**config.mk**
```make
export PLATFORM = sky130hd
export DESIGN_NAME = fetch_stage
export DESIGN_NICKNAME = d
export VERILOG_FILES = /design/src/rtl/fetch_pkg.sv /design/src/rtl/fetch_stage_pcreg.sv /design/src/rtl/fetch_stage.sv
export SDC_FILE = /design/constraint.sdc
export NUM_CORES = 1
export LEC_CHECK = 0
export ABC_AREA = 1
export BUFFER_PORTS_ARGS = -buffer_cell sky130_fd_sc_hd__buf_4
export CAP_MARGIN = 20
export CORE_MARGIN = 3
export CORE_UTILIZATION = 30
export CTS_BUF_LIST = sky130_fd_sc_hd__clkbuf_16
export DETAILED_ROUTE_END_ITERATION = 7
export REMOVE_ABC_BUFFERS = 1
export SYNTH_ARGS = -nofsm -noshare
export SYNTH_HDL_FRONTEND = slang
export SYNTH_SLANG_ARGS = --single-unit
```
**constraint.sdc**
```tcl
create_clock -name clk -period 1.9 [get_ports clk]
set_input_delay 0.38 -clock clk [delete_from_list [all_inputs] [get_ports clk]]
set_output_delay 0.38 -clock clk [all_outputs]
set_load 0.05 [all_outputs]
```
**src/rtl/fetch_pkg.sv**
```systemverilog
// Shared types and constants for the instruction-fetch stage.
//   state_t : fetch FSM states (boot, run, halt)
//   NOP_INS : instruction word placed in IF/ID on reset and flush
//   PC_STEP : byte increment between sequential instructions
package fetch_pkg;

    typedef enum logic [1:0] {
        S_BOOT = 2'd0,
        S_RUN  = 2'd1,
        S_HALT = 2'd2
    } state_t;

    localparam logic [31:0] NOP_INS = 32'h0000_0000;
    localparam int unsigned PC_STEP = 4;

endpackage : fetch_pkg

```
**src/rtl/fetch_stage_pcreg.sv**
```systemverilog
// Parameterised enable register with synchronous active-high reset; holds the PC.
//   clk   : rising-edge clock
//   reset : synchronous reset, loads RESET_VAL
//   en    : load d on the next edge
//   d     : next value
//   q     : registered value
module fetch_stage_pcreg #(
    parameter int unsigned    WIDTH     = 32,
    parameter logic [WIDTH-1:0] RESET_VAL = '0
) (
    input  logic             clk,
    input  logic             reset,
    input  logic             en,
    input  logic [WIDTH-1:0] d,
    output logic [WIDTH-1:0] q
);

    always_ff @(posedge clk) begin
        if (reset) begin
            q <= RESET_VAL;
        end else if (en) begin
            q <= d;
        end
    end

endmodule : fetch_stage_pcreg

```
**src/rtl/fetch_stage.sv**
```systemverilog
// Instruction-fetch stage: owns the PC, addresses instruction memory and loads
// the IF/ID register for decode. Handles decode stall, branch/jump redirect,
// halt, and counts instructions handed to decode.
// Optional feature macro: BRANCH_DELAY_SLOT_EN (MIPS delay slot with a
// one-entry pending-redirect register); without it a redirect flushes IF/ID.
// Ports:
//   clk, reset        : clock, synchronous active-high reset
//   imem_addr         : instruction address (the PC register itself)
//   imem_rdata        : instruction word at imem_addr, same cycle
//   dec_ready         : decode accepts IF/ID this cycle
//   redirect_en/target: branch/jump taken and its destination
//   halt_req          : stop fetching until reset
//   if_pc/pc4/ins/valid : IF/ID register contents
//   misalign_err      : sticky, a redirect target was not word aligned
//   fetch_count       : instructions accepted by decode (wraps)
module fetch_stage
    import fetch_pkg::*;
#(
    parameter int unsigned      WIDTH    = 32,
    parameter logic [WIDTH-1:0] RESET_PC = '0
) (
    input  logic             clk,
    input  logic             reset,
    output logic [WIDTH-1:0] imem_addr,
    input  logic [31:0]      imem_rdata,
    input  logic             dec_ready,
    input  logic             redirect_en,
    input  logic [WIDTH-1:0] redirect_target,
    input  logic             halt_req,
    output logic [WIDTH-1:0] if_pc,
    output logic [WIDTH-1:0] if_pc4,
    output logic [31:0]      if_ins,
    output logic             if_valid,
    output logic             misalign_err,
    output logic [WIDTH-1:0] fetch_count
);

    state_t           state;
    state_t           state_nxt;
    logic [WIDTH-1:0] pc;
    logic [WIDTH-1:0] pc_plus4;
    logic [WIDTH-1:0] pc_d;
    logic [WIDTH-1:0] tgt_aligned;
    logic [WIDTH-1:0] take_tgt;
    logic             run;
    logic             advance;
    logic             take;
    logic             pc_en;
    logic             load_ifid;
    logic             flush;

    assign run         = (state == S_RUN);
    assign advance     = run & (dec_ready | ~if_valid);
    assign pc_plus4    = pc + WIDTH'(PC_STEP);
    assign tgt_aligned = {redirect_target[WIDTH-1:2], 2'b00};
    assign imem_addr   = pc;

`ifdef BRANCH_DELAY_SLOT_EN
    // Redirect seen during a stall waits here until the slot instruction moves on.
    logic             pend_v;
    logic [WIDTH-1:0] pend_t;

    assign take      = advance & (redirect_en | pend_v);
    assign take_tgt  = redirect_en ? tgt_aligned : pend_t;
    assign pc_en     = advance;
    assign load_ifid = advance;
    assign flush     = 1'b0;

    always_ff @(posedge clk) begin
        if (reset) begin
            pend_v <= 1'b0;
            pend_t <= '0;
        end else if (advance) begin
            pend_v <= 1'b0;
        end else if (run && redirect_en) begin
            pend_v <= 1'b1;
            pend_t <= tgt_aligned;
        end
    end
`else
    // Without a delay slot the wrong-path instruction in IF is discarded.
    assign take      = run & redirect_en;
    assign take_tgt  = tgt_aligned;
    assign pc_en     = advance | take;
    assign load_ifid = advance & ~redirect_en;
    assign flush     = take;
`endif

    assign pc_d = take ? take_tgt : pc_plus4;

    fetch_stage_pcreg #(
        .WIDTH     (WIDTH),
        .RESET_VAL (RESET_PC)
    ) u_pcreg (
        .clk   (clk),
        .reset (reset),
        .en    (pc_en),
        .d     (pc_d),
        .q     (pc)
    );

    // FSM state register.
    always_ff @(posedge clk) begin
        if (reset) begin
            state <= S_BOOT;
        end else begin
            state <= state_nxt;
        end
    end

    // FSM next state: one boot cycle, run until halt, halt until reset.
    always_comb begin
        state_nxt = state;
        case (state)
            S_BOOT:  state_nxt = S_RUN;
            S_RUN:   if (halt_req) state_nxt = S_HALT;
            S_HALT:  state_nxt = S_HALT;
            default: state_nxt = S_BOOT;
        endcase
    end

    // IF/ID pipeline register.
    always_ff @(posedge clk) begin
        if (reset) begin
            if_pc    <= '0;
            if_pc4   <= '0;
            if_ins   <= NOP_INS;
            if_valid <= 1'b0;
        end else if (flush) begin
            if_ins   <= NOP_INS;
            if_valid <= 1'b0;
        end else if (load_ifid) begin
            if_pc    <= pc;
            if_pc4   <= pc_plus4;
            if_ins   <= imem_rdata;
            if_valid <= 1'b1;
        end else if ((state == S_HALT) && dec_ready) begin
            if_valid <= 1'b0;
        end
    end

    // Sticky misaligned-target flag.
    always_ff @(posedge clk) begin
        if (reset) begin
            misalign_err <= 1'b0;
        end else if (run && redirect_en && (redirect_target[1:0] != 2'b00)) begin
            misalign_err <= 1'b1;
        end
    end

    // Delivered-instruction counter.
    always_ff @(posedge clk) begin
        if (reset) begin
            fetch_count <= '0;
        end else if (if_valid && dec_ready) begin
            fetch_count <= fetch_count + WIDTH'(1);
        end
    end

endmodule : fetch_stage
```
==> results.py, run 1 <==
metrics = {
    "floorplanning": {
        "pin_count": 231,
        "start_util": 0.3101,
        "die_h_microns": 160.4,
        "dieArea_sq_um": 25720,
        "die_w_microns": 160.4,
        "rows": 55,
        "core-area_sq_um": 23050,
    },
    "placed_design": {
        "place_inst": 1573,
        "place_congestion": 0.8710,
        "hpwl_mm": 16.91,
        "io_buffers": 224,
    },
    "global_routing": {
        "grt_pass1_vias": 6984,
        "grt_use_total": 0.1772,
        "grt_max_degree": 79,
        "gr-total-overflow": 0,
        "antenna_found_initial": 0,
        "grt_pass1_wl_mm": 36.69,
    },
    "synth": {
        "synth-seq-cells": 158,
        "syn-cell-area_sq_um": 7148,
        "synthCells": 1031,
        "synth_top_area_cell": "dfxtp_1",
        "synth_area_leaders": "dfxtp_1 (44%), nand2_1 (18%), a21oi_1 (6.9%)",
        "syn_area_per_cell_sq_um": 6.933,
        "yosysSeqAreaShare": 0.4425,
        "synth_top_area_frac": 0.4425,
        "yosysWarnings": 0,
        "post_synth_num_cell_types": 38,
    },
    "power": {
        "max-vdd-ir-drop_mv": 0.6767,
        "p_leak_uw": 0.004405,
        "finalPower_uw": 11820,
        "p_per_area_nw_per_um2": 1187,
    },
    "timing": {
        "hold_violations": 0,
        "fin_skew_ps": 13.20,
        "setup_viol": 0,
        "timing.fmax_ghz": 0.5592,
        "drv_slew": 0,
        "rsz0062_at_grt": "no",
        "post-route-min-period_ps": 1788,
        "period_share": 0.9411,
    },
    "detailed_routing": {
        "wl_per_cell_microns": 14.57,
        "vias": 7353,
        "drt_iter0_markers": 484,
        "drtAntennaViolNets": 0,
        "dr.pass1.iters": 4,
        "via_per_inst": 4.584,
        "drt-total-wl_mm": 23.37,
        "drcViolationCount": 0,
    },
    "cts": {
        "root_buffer": "clkbuf_16",
        "cts_buffers": 17,
        "clk_latency_ps": 430,
        "clkTransAtPathRegs_ps": 70,
        "cts.sinks": 158,
        "clock_path_buffers": 2,
        "post_cts_buffers": 0,
        "hold_buffers": 0,
        "cts_tree": "done",
        "htreeDepth": 4,
    },
    "cells_and_area": {
        "final.fill_count": 2446,
        "fin_nets": 1353,
        "regArea_sq_um": 3163,
        "syn_to_final_growth_pct": 39.31,
        "drive_gt1_frac": 0.2393,
        "multi_input_area_sq_um": 3339,
        "diodes": 0,
        "final_cell_count_no_fill": 1604,
    },
    "critical_path": {
        "critPathMaxFanout": 26,
        "cp-end-kind": "flip-flop",
        "start_kind": "flip-flop",
        "required_ps": 2250,
        "arrival_ps": 2140,
        "critical_path_class": "reg -> reg",
    },
    "job": {
        "maxCapViolCount": 0,
    },
    "min_path": {
        "hold_class": "in -> reg",
    },
    "status": {
        "status": "finished clean",
    },
}
[critical path, cell delays in order (launching register included)]
cell and delay [ps]:
dfxtp_1 310, inv_1 100, ha_1 220, nand2_1 80
or2_2 320, clkinv_2 130, buf_4 310, nand2_1 90
a21oi_1 150
[routing by layer]
metal | vias up | global-route usage | wire length [microns]
li1 | 3744 | - | -
met1 | 3333 | 0.2235 | 10180
met2 | 251 | 0.2916 | 10910
met3 | 25 | 0.05700 | 1878
met4 | 0 | 0.04970 | 407
met5 | - | 0 | 0
[cells in the mapped netlist, drive strengths merged]
library cell / count
a211oi: 1
a21oi: 99
a22o: 7
a311oi: 1
a31oi: 6
and2: 2
buf: 26
clkbuf: 21
clkinv: 2
conb: 1
dfxtp: 158
ha: 5
inv: 102
nand2: 351
nand3: 32
nand3b: 4
nand4: 5
nor2: 111
nor3: 6
nor3b: 2
nor4: 1
o21a: 10
o21ai: 39
o21bai: 2
o221ai: 9
o22ai: 1
or2: 2
xnor2: 7
xor2: 18
[final timing paths]
path | startpoint | end | slack, ps | cells after the start
hold reg to reg | misalign_err | misalign_err | 450 | 2
setup / recovery | state[1] | if_ins[14] | 110 | 8
hold / removal | imem_rdata[3] | if_ins[3] | 210 | 3
setup reg to reg | state[1] | if_ins[14] | 110 | 8
[cells by family after synthesis]
family                     after synthesis  synth area share
buffers and inverters                  151           0.09365
other                                    1         0.0005246
xor gates and xnor gates                25           0.03063
DFF                                    158            0.4425
adders and majority gates                5          0.008752
and+or+nand+nor                        516            0.2867
AOI/OAI and AO/OA                      175            0.1372
[metrics by stage]
step | instance area [sq um] | hold slack, ps | setup TNS [ps] | setup slack [ps] | util
after global routing | 9958 | 196.5 | 0 | 2.334 | 0.4320
after detailed placement | 9378 | 441.1 | 0 | 110.8 | 0.4068
final | 9958 | 205.4 | 0 | 111.8 | 0.4320
after floorplan | 6888 | 449.1 | -202540 | -1865 | -
after CTS | 9946 | 185.0 | 0 | 98.20 | 0.4314
after global placement | 9378 | 438.0 | 0 | 120.9 | 0.4068
[report_power, final]
part / switching [uW] / internal [uW]
Combinational: 2980 / 1330
Sequential: 380 / 3750
Clock: 1440 / 1930
[registers in the layout (all words and copies together) (netlist names)]
signal        cells
fetch_count      32
misalign_err      1
if_pc            30
u_pcreg.q        30
state             2
if_ins           32
if_pc4           30
if_valid          1
[area by class of cell]
class	instances	share of cell area
clock buffer	17	0.04272
clock inverter	14	0.01432
inverter	104	0.03933
multi-input combinational	727	0.3353
sequential	158	0.3176
tap	313	0.03933
timing repair buffer	271	0.2113
[layout by cell type, fill, tap and decap left out, drive strengths merged, types with 6 or more instances in the layout]
cell,netlist,layout
dfxtp,158,158
a21oi,99,99
a22o,7,7
a31oi,6,6
clkbuf,21,17
nor2,111,111
o221ai,9,9
xnor2,7,7
o21ai,39,39
o21a,10,10
nand2,351,351
nand3,32,32
nor3,6,6
clkinv,2,9
conb,1,6
inv,102,107
xor2,18,18
buf,26,271
[what timing repair did]
item | CTS | global route
hold endpoints to repair | 0 | 0
resized for setup | 0 | 5
setup endpoints to repair | 0 | 13
(Power assumes the default switching activity.)
==> run 2, diff against run 1 <==
--- a/config.mk
+++ b/config.mk
@@ -8,10 +8,10 @@
 export ABC_AREA = 1
 export BUFFER_PORTS_ARGS = -buffer_cell sky130_fd_sc_hd__buf_4
 export CAP_MARGIN = 20
-export CORE_MARGIN = 3
 export CORE_UTILIZATION = 30
 export CTS_BUF_LIST = sky130_fd_sc_hd__clkbuf_16
 export DETAILED_ROUTE_END_ITERATION = 7
+export PLACE_DENSITY = 0.56
 export REMOVE_ABC_BUFFERS = 1
 export SYNTH_ARGS = -nofsm -noshare
 export SYNTH_HDL_FRONTEND = slang
==> results.py, run 2 (synthesized netlist as in run 1, its figures left out) <==
metrics = {
    "power": {
        "p_per_area_nw_per_um2": 1198,
        "p_leak_uw": 0.004386,
        "max-vdd-ir-drop_mv": 0.7420,
    },
    "detailed_routing": {
        "via_per_inst": 4.531,
        "drt-total-wl_mm": 23.30,
        "drcViolationCount": 0,
        "drt_iter0_markers": 338,
        "dr.pass1.iters": 5,
        "wl_per_cell_microns": 14.49,
        "drtAntennaViolNets": 0,
        "vias": 7286,
    },
    "cts": {
        "cts.sinks": 158,
        "htreeDepth": 4,
        "clk_latency_ps": 430,
        "post_cts_buffers": 0,
        "cts_buffers": 17,
        "hold_buffers": 0,
        "root_buffer": "clkbuf_16",
        "clkTransAtPathRegs_ps": 70,
        "clock_path_buffers": 2,
        "cts_tree": "done",
        "cts_resized": 0,
    },
    "min_path": {
        "hp-start": "imem_rdata[22]",
        "hold_end": "if_ins[22]",
        "whs_path_depth": 3,
        "hold_class": "in -> reg",
    },
    "global_routing": {
        "grt_use_total": 0.1893,
        "antenna_found_initial": 0,
        "grt_max_degree": 79,
        "grt_pass1_vias": 6731,
        "gr-total-overflow": 0,
        "grt_pass1_wl_mm": 35.66,
    },
    "critical_path": {
        "critPathMaxFanout": 13,
        "cp-end-kind": "flip-flop",
        "ff2ff_path_depth": 9,
        "start_kind": "flip-flop",
        "arrival_ps": 2080,
        "cp-startpoint": "state[1]",
        "r2r-start": "state[1]",
        "r2r-end": "u_pcreg.q[27]",
        "critical_path_class": "reg -> reg",
        "required_ps": 2230,
        "ff2ff_setup_slack_ps": 150,
    },
    "timing": {
        "timing.fmax_ghz": 0.5703,
        "rsz0062_at_grt": "no",
        "fin_hold_ws_ps": 206.3,
        "drv_slew": 0,
        "fin_skew_ps": 14.43,
        "period_share": 0.9229,
        "post-route-min-period_ps": 1754,
        "setup_slack_ps": 146.4,
        "hold_violations": 0,
        "setup_viol": 0,
    },
    "cells_and_area": {
        "fin_util": 0.4282,
        "diodes": 0,
        "top_regs": "fetch_count: 32 flops, if_ins: 32 flops",
        "final.fill_count": 2535,
        "final_common_cell": "nand2_1",
        "fin_nets": 1350,
        "drive_gt1_frac": 0.2413,
        "syn_to_final_growth_pct": 40.19,
        "final_cell_mix": "nand2_1 (350), buf_4 (258), dfxtp_1 (158), nor2_1 (102), inv_1 (101)",
    },
    "placed_design": {
        "io_buffers": 224,
        "place_ws_ps": 39.42,
        "hpwl_mm": 16.56,
        "place_congestion": 0.8967,
    },
    "floorplanning": {
        "dieArea_sq_um": 24450,
        "start_util": 0.3054,
        "die_h_microns": 156.4,
        "die_w_microns": 156.4,
        "core-area_sq_um": 23400,
        "pin_count": 231,
        "rows": 56,
    },
    "job": {
        "maxCapViolCount": 0,
    },
    "status": {
        "status": "finished clean",
    },
}
## run 2: changes by cell type in the layout (fill, tap and decap cells not counted), moves of 2 or more
cell / previous run / this run
buf_4: 264 / 258
clkinv_2: 3 / 1
clkinvlp_4: 0 / 5
nor2_1: 105 / 102
buf_12: 5 / 7
nor2_2: 5 / 7
## run 2: per-layer routing
| metal | global-route usage | part of all wire | vias to the layer above |
|---|---|---|---|
| li1 | - | - | 3751 |
| met1 | 0.2417 | 0.46 | 3296 |
| met2 | 0.3087 | 0.46 | 221 |
| met3 | 0.05926 | 0.071 | 18 |
| met4 | 0.04622 | 0.011 | 0 |
| met5 | 0 | 0 | - |
## run 2: how the worst max path moves through the flow
stage,end,slack [ps],cells after the start
after floorplan,if_pc4[31],-1860,7
after global placement,u_pcreg.q[29],50,10
after detailed placement,u_pcreg.q[29],40,10
after CTS,u_pcreg.q[29],30,9
after global routing,u_pcreg.q[29],3,9
final,u_pcreg.q[27],150,9
## run 2: worst max-delay path, stage by stage (launching register included)
cell and delay, ps:
dfxtp_1 310, inv_1 90, ha_1 210, nand2_1 80
or2_2 350, inv_6 160, buf_6 180, nand3_1 140
nand2_1 90, inv_1 30
## run 2: area by class of cell
class / instances / area (sq um) / share of cell area
clock inverter: 15 / 161.4 / 0.01611
sequential: 158 / 3163 / 0.3156
tap: 319 / 399.1 / 0.03983
clock buffer: 17 / 425.4 / 0.04245
timing repair buffer: 268 / 2125 / 0.2120
inverter: 104 / 395.4 / 0.03946
multi-input combinational: 727 / 3352 / 0.3345
## run 2: where the power goes
part | switching (uW) | leakage, uW | internal (uW)
Clock | 1520 | 0.000272 | 1950
Sequential | 353 | 0.00128 | 3750
Combinational | 3020 | 0.00283 | 1400
## run 2: metrics by stage
step           std cells  TNS (ps)  total power (uW)  area, sq um
3_3_place_gp        1575         0              8552         9380
5_1_grt             1608         0             12620        10020
4_1_cts             1607         0             12070         9967
6_report            1608         0             12000        10020
2_1_floorplan        989   -202540              6806         6888
3_5_place_dp        1575         0              8556         9380
